**src/rtl/gray_run_ctrl.sv**
```systemverilog
// Sequencer for the 3-bit Gray counter: runs one "N steps" command with pause/abort,
// counts completed laps and self-checks the final code and overflow flag.
module gray_run_ctrl #(
   parameter int STEP_W = 8,
   parameter int LAP_W  = 4
) (
   input  logic              Clk,
   input  logic              Reset,
   input  logic              Start,
   input  logic [STEP_W-1:0] Steps,
   input  logic              Pause,
   input  logic              Abort,
   output logic              GrayReset,
   output logic              GrayEn,
   input  logic [2:0]        GrayOut,
   input  logic              GrayOvf,
   output logic              Busy,
   output logic              Done,
   output logic [LAP_W-1:0]  Laps,
   output logic [2:0]        Final,
   output logic              Err
);

   typedef enum logic [2:0] {
      ST_IDLE  = 3'd0,
      ST_CLEAR = 3'd1,
      ST_RUN   = 3'd2,
      ST_DRAIN = 3'd3,
      ST_DONE  = 3'd4
   } state_t;

   localparam logic [STEP_W-1:0] STEP_ZERO = {STEP_W{1'b0}};
   localparam logic [STEP_W-1:0] STEP_ONE  = {{(STEP_W-1){1'b0}}, 1'b1};
   localparam logic [LAP_W-1:0]  LAP_ZERO  = {LAP_W{1'b0}};
   localparam logic [LAP_W-1:0]  LAP_ONE   = {{(LAP_W-1){1'b0}}, 1'b1};
   localparam logic [LAP_W-1:0]  LAP_MAX   = {LAP_W{1'b1}};

   state_t              state_r;
   logic [STEP_W-1:0]   rem_r;
   logic [STEP_W-1:0]   cmd_r;
   logic [LAP_W-1:0]    laps_r;
   logic [2:0]          final_r;
   logic                err_r;
   logic                gray_en_s;
   logic                exp_ovf_s;
   logic                check_err_s;

   function automatic logic [2:0] bin2gray(input logic [2:0] b);
      return b ^ {1'b0, b[2:1]};
   endfunction

   // Counter enable: only in RUN with steps remaining and neither pause nor abort.
   always_comb begin
      gray_en_s = 1'b0;
      if ((state_r == ST_RUN) && !Pause && !Abort && (rem_r != STEP_ZERO)) begin
         gray_en_s = 1'b1;
      end else begin
         gray_en_s = 1'b0;
      end
   end

   // End-of-run check: code must equal gray(N mod 8), overflow must match N >= 8.
   always_comb begin
      exp_ovf_s   = |cmd_r[STEP_W-1:3];
      check_err_s = (GrayOut != bin2gray(cmd_r[2:0])) || (GrayOvf != exp_ovf_s);
   end

   assign GrayReset = Reset || (state_r == ST_CLEAR);
   assign GrayEn    = gray_en_s;
   assign Busy      = (state_r != ST_IDLE);
   assign Done      = (state_r == ST_DONE);
   assign Laps      = laps_r;
   assign Final     = final_r;
   assign Err       = err_r;

   // Command sequencer with step, lap and result registers.
   always_ff @(posedge Clk) begin
      if (Reset) begin
         state_r <= ST_IDLE;
         rem_r   <= STEP_ZERO;
         cmd_r   <= STEP_ZERO;
         laps_r  <= LAP_ZERO;
         final_r <= 3'b000;
         err_r   <= 1'b0;
      end else begin
         case (state_r)
            ST_IDLE: begin
               if (Start) begin
                  rem_r   <= Steps;
                  cmd_r   <= Steps;
                  state_r <= ST_CLEAR;
               end
            end
            ST_CLEAR: begin
               laps_r <= LAP_ZERO;
               if (Abort) begin
                  state_r <= ST_IDLE;
               end else if (cmd_r != STEP_ZERO) begin
                  state_r <= ST_RUN;
               end else begin
                  state_r <= ST_DRAIN;
               end
            end
            ST_RUN: begin
               if (Abort) begin
                  state_r <= ST_IDLE;
               end else if (gray_en_s) begin
                  rem_r <= rem_r - STEP_ONE;
                  // 3'b100 is the last code of a lap; the next increment wraps.
                  if ((GrayOut == 3'b100) && (laps_r != LAP_MAX)) begin
                     laps_r <= laps_r + LAP_ONE;
                  end
                  if (rem_r == STEP_ONE) begin
                     state_r <= ST_DRAIN;
                  end
               end else if (rem_r == STEP_ZERO) begin
                  state_r <= ST_DRAIN;
               end
            end
            ST_DRAIN: begin
               if (Abort) begin
                  state_r <= ST_IDLE;
               end else begin
                  final_r <= GrayOut;
                  err_r   <= check_err_s;
                  state_r <= ST_DONE;
               end
            end
            ST_DONE: begin
               state_r <= ST_IDLE;
            end
            default: begin
               state_r <= ST_IDLE;
            end
         endcase
      end
   end

endmodule

```
**config.mk**
```make
export PLATFORM = sky130hd
export DESIGN_NAME = gray_run_ctrl
export DESIGN_NICKNAME = d
export VERILOG_FILES = /design/src/rtl/gray_run_ctrl.sv
export SDC_FILE = /design/constraint.sdc
export NUM_CORES = 1
export LEC_CHECK = 0
export BUFFER_PORTS_ARGS = -buffer_cell sky130_fd_sc_hd__buf_2
export CAP_MARGIN = 30
export CORE_MARGIN = 5
export CORE_UTILIZATION = 30
export DETAILED_ROUTE_END_ITERATION = 10
export SETUP_SLACK_MARGIN = 0.15
export SLEW_MARGIN = 40
export SYNTH_ARGS = -nofsm -noshare
export SYNTH_HDL_FRONTEND = slang
export SYNTH_SLANG_ARGS = --single-unit
```
**constraint.sdc**
```tcl
create_clock -name Clk -period 2.2 [get_ports Clk]
set_input_delay 0.22 -clock Clk [delete_from_list [all_inputs] [get_ports Clk]]
set_output_delay 0.22 -clock Clk [all_outputs]
set_load 0.01 [all_outputs]
```
======== Word-level counts from Yosys, hierarchy flattened ========
Cells that the tools add are included.
W data, S select, Z words.
cells by class
  equality and inequality tests ........... 15
  bitwise logic cells ..................... 2
  add/sub/neg operators ................... 2
  reductions and logical operators ........ 21
  mux-type cells .......................... 18
operators by type and width
  cell                   count
  $mux W8                3
  $mux W3                6
  $pmux W8 S2            1
  $reduce_bool A8 Y1     2
  $mux W4                3
  $pmux W3 S4            1
  $eq A8 B1 Y1 const B   1
  $logic_not A8 Y1       1
  $ne A4 B3 Y1 const B   2
  $pmux W4 S2            1
  $reduce_and A4 Y1      2
  $sub A8 B1 Y8 const B  1
  $eq A3 B2 Y1 const B   2
  $eq A3 B3 Y1 const B   2
  $ne A2 B2 Y1 const B   3
  $reduce_or A5 Y1       1
  $add A4 B1 Y4 const B  1
  $logic_and A1 B1 Y1    4
  $ne A4 B4 Y1 const B   1
  $reduce_and A2 Y1      2
  $reduce_bool A2 Y1     2
  $eq A3 B1 Y1 const B   1
  $logic_not A3 Y1       1
  $ne A3 B3 Y1           1
  10 further kinds       13
storage, ports and cells
  bits in registers ....................... 27
  word-level logic and storage cells ...... 64
  input bits .............................. 17

======== Logic depth before layout (Yosys ltp) ========
  word-level depth ........................ 8
  mapped depth ............................ 8

======== Worst setup path after synthesis ========
Ideal clock, no wire load.
  kind .................................... flip-flop to flip-flop
  start point ............................. reg rem_r[0]
  end point ............................... reg rem_r[3]
  path slack .............................. 0.190 ns
  data arrival time ....................... 1.878 ns
  stages on the path, launching flop included .. 9
  path buffers ............................ 1
  required time ........................... 2.067 ns
  setup time .............................. 0.133 ns
  cell sequence ........................... dfxtp_1 inv_1 ha_1 nor3b_1 a211oi_2 o32ai_1 buf_2 mux2i_1 o22ai_1
on the way
  cells in the longest elaborated chain, start to end .. 5
  elaborated cells between the ends (all ways) .. 9
RTL lines
  item                         line  text
  from (decl)                  39    logic [STEP_W-1:0] rem_r;
  from (signal assigned)       89    rem_r <= Steps;
  from (signal assigned)       108   rem_r <= rem_r - STEP_ONE;
  $reduce_bool A8 Y1           55    if ((state_r == ST_RUN) && !Pause && !Abort && (rem_r != STEP_ZERO)) begin
  $logic_and A1 B1 Y1          55
  $mux W1                      55
  via GrayEn                   14    output logic GrayEn,
  $ne A2 B2 Y1 (no line)       n/a
  $reduce_and A4 Y1 (no line)  n/a
The timed path passes the listed nets, and every way through them passes these cells. The select of a mux whose other input is x is not followed.
A chain may end at the register's enable or synchronous reset.

======== Worst setup path in the final report ========
  start point ............................. reg rem_r[0]
  end point ............................... reg rem_r[0]
on the way
  cells in the longest elaborated chain, start to end .. 5
  elaborated cells between the ends (all ways) .. 9
RTL lines
  item
  branches (longest 5 deep; another with $sub A8 B1 Y8)
Parallel ways; which one is timed is not known. The select of a mux whose other input is x is not followed.

==> results.yml <==
outcome:
  status: "completed"
logic_synthesis:
  synth.area.mux_share_pct: 3.99
  syn_nets: 209
  synth_area_mm2: 0.00151
  netlist-cell-type-count: 42
  synth_area_leader_cell: "dfxtp_1"
  syn_avg_cell_area_um2: 8.06
  ys_seq_area_share_pct: 35.9
  yosys.area_share.simple_pct: 27.1
  synth_top_family_by_area: "simple AND/OR/NAND/NOR gates"
  syn_inst: 187
  yosys_warnings: 0
  synth_area_leaders: "dfxtp_1 36%, a21oi_1 9.0%, nand2_1 6.7%"
  synth_compound_area_share_pct: 20.4
  yosys.area_share.adder_pct: 4.15
  synth-main-ff-cell: "dfxtp_1"
  async_flop_share_pct: 0
  synth_xor_area_share_pct: 2.33
  synth.top_cell.area_share_pct: 35.9
  synth_edf_count: 0
  synth_seq_cells: 27
global_route:
  grt_overflow: 0
  grtUsageTotal_pct: 11.8
  grt_max_degree: 30
  grt_pass1_vias: 1325
  grt_pass1_wl_um: 6080
  antenna_found_initial: 0
clocking:
  clk_path_buf_depth: 2
  hold_buffers: 0
  cts_tree: "done"
  postCtsSetupBuffers: 0
  numCtsBuffers: 3
  clkSinkCount: 27
  clk_pin_slew_worst_paths_ns: 0.10
  cts_root_buffer: "clkbuf_8"
  worstSkewPairLatency_ns: 0.28
  h-tree-depth: 1
critical_path:
  worstPathRequired_ns: 2.41
  reg2regPathDepth: 8
  crit_type: "reg2reg"
  endpoint_kind: "register"
  worstSetupEndpoint: "rem_r[0]$_SDFFE_PP0P_"
  critPathMaxFanout: 14
  crit-reg2reg-launch: "rem_r[0]$_SDFFE_PP0P_"
  cpPeakStageDelay_ns: 0.38
  cp_cell_sequence: "inv_1, ha_1, nor3b_2, a211oi_2, o32ai_1, buf_4, or3_1, a21oi_1"
  critPathArrivalTime_ns: 2.14
  timing.rr.end: "rem_r[0]$_SDFFE_PP0P_"
  crit_start: "rem_r[0]$_SDFFE_PP0P_"
  r2r_setup_slack_ns: 0.27
  cp-start-kind: "register"
  cp_slowest_cell: "dfxtp_2"
place:
  place.gp.congestion: 0.740
  hpwlAfterDp_um: 2740
  dp.cells: 279
  placed_area_mm2: 0.00173
  io_buffers: 28
sta:
  max_freq_mhz: 518
  fin_crit_ns: 1.93
  final-hold-violation-count: 0
  relSlewSlack_pct: 64.9
  fin_tns_setup_ns: 0
  finClkSkew_ns: 0.00648
  setup_viol: 0
  finalCritPeriodShare_pct: 87.8
  slew_viol_final: 0
  whs_ns: 0.194
  worst_pin_slew_ns: 0.527
  rsz0062_at_grt: "true"
hold_path:
  hp-class: "in2reg"
die:
  chipWidth_um: 80.9
  die_h_um: 80.9
  core_area_mm2: 0.00479
  io_pins: 29
  start_util_pct: 31.5
  dieArea_mm2: 0.00654
  std_cell_rows: 25
final_layout:
  antennaDiodeCount: 0
  area_delta_synth_final_pct: 18.9
  final_area_mm2: 0.00179
  n_fill_cell: 521
  stdcell_count: 283
  fin_nets: 239
  drive_above_1_share_pct: 22.2
drt:
  antenna_left: 0
  via_per_inst: 4.90
  first_iter_violations: 34
  drc: 0
  routed-wl-met3_um: 211
  wl_met2_um: 1580
  wirelength_um: 3740
  wl_met1_um: 1920
  highest_layer: "met4"
  drt-wirelength-per-cell_um: 13.2
  via_count: 1387
  drt_pass1_iterations: 4
pwr:
  p_per_area_mw_per_mm2: 653
  ir_drop_v: 0.000304
  p_leak_nw: 0.738
job:
  drv_cap: 0
[metrics by stage]
step                      util [%]  total power [W]  setup WS, ns
final                         37.4          0.00117         0.268
after global routing          37.4          0.00124         0.134
after CTS                     37.1          0.00117         0.164
after detailed placement      36.1         0.000874         0.159
after global placement        36.1         0.000871         0.230
after floorplan                  -         0.000784         0.190
[cell usage after synthesis, drive strengths merged (5+ instances only)]
cell    instances
mux2i           6
nand2          27
buf             5
inv             8
o21ai           7
or2             5
a21oi          27
ha              5
nor3b           6
clkbuf          6
dfxtp          27
or3             5
nor2           15
[registers in the layout, summed over array words and instances, names as in the netlist]
| signal | count |
|---|---|
| cmd_r | 8 |
| rem_r | 8 |
| Laps | 4 |
| Final | 3 |
| state_r | 3 |
| Err | 1 |
[worst max-delay path: cells and delay by family, from the launching register on]
kind | cells | cell delay [ns]
flip-flops | 1 | 0.38
buffers and inverters | 2 | 0.28
adder cells (fa/ha/maj) | 1 | 0.20
AND/OR/NAND/NOR | 2 | 0.53
AO/OA/AOI/OAI | 3 | 0.47
[cell families (layout without fill, tap and decap cells)]
logic type | after synthesis | count (layout)
xor gates and xnor gates | 4 | 4
and+or+nand+nor | 78 | 78
DFF | 27 | 27
muxes | 6 | 6
AOI/OAI and AO/OA | 48 | 48
adders and majority gates | 5 | 5
buffers and inverters | 19 | 48
[cells in the final DEF (no fill, tap or decap), types with 2 or more instances in the layout]
master	n
or2_0	3
nand2_1	27
or3_1	5
nor3b_1	5
o21ai_0	4
a21oi_1	26
nand3_1	2
nor2_1	15
nand3b_1	2
nor4_1	2
clkbuf_8	3
xor2_1	3
o21ai_1	3
dfxtp_1	26
nor3_1	4
buf_2	28
and2_1	2
inv_1	8
mux2i_1	6
ha_1	5
or4_1	2
buf_4	8
or2_2	2
o32ai_1	4
[layout make-up]
type,count,area (µm²),share of cell area (%)
multi-input combinational,141,891,49.7
sequential,27,542,30.2
timing repair buffer,36,200,11.2
tap,67,83.8,4.68
clock buffer,4,45.0,2.51
inverter,8,30.0,1.68
[metal layers]
metal	global-route usage (%)	vias up
met2	18.8	28
met3	3.33	4
met1	15.9	635
met4	2.53	0
met5	0	-
li1	-	720
[report_power, final]
part	internal (W)	total [W]	switching, W
clock	0.000130	0.000296	0.000166
combinational	0.000135	0.000316	0.000181
sequential	0.000524	0.000558	0.0000345
total	0.000789	0.00117	0.000381
[repair_timing]
item                                    CTS  global route
endpoints found under the hold margin     0             0
gates resized for setup                   1             3
endpoints found under the setup margin    1             7
pin swaps                                 0             2
[worst min path at each step]
stage | endpoint | from | slack (ns) | cells after the start
after detailed placement | cmd_r[6]$_SDFFE_PP0P_ | cmd_r[6]$_SDFFE_PP0P_ | 0.44 | 2
after global routing | cmd_r[2]$_SDFFE_PP0P_ | Steps[2] | 0.20 | 3
final | cmd_r[3]$_SDFFE_PP0P_ | Steps[3] | 0.19 | 3
after global placement | cmd_r[6]$_SDFFE_PP0P_ | cmd_r[6]$_SDFFE_PP0P_ | 0.44 | 2
after floorplan | state_r[1]$_SDFFE_PP0P_ | Abort | 0.30 | 1
after CTS | cmd_r[3]$_SDFFE_PP0P_ | Steps[3] | 0.19 | 3
Power figures use the tool's default switching activity.
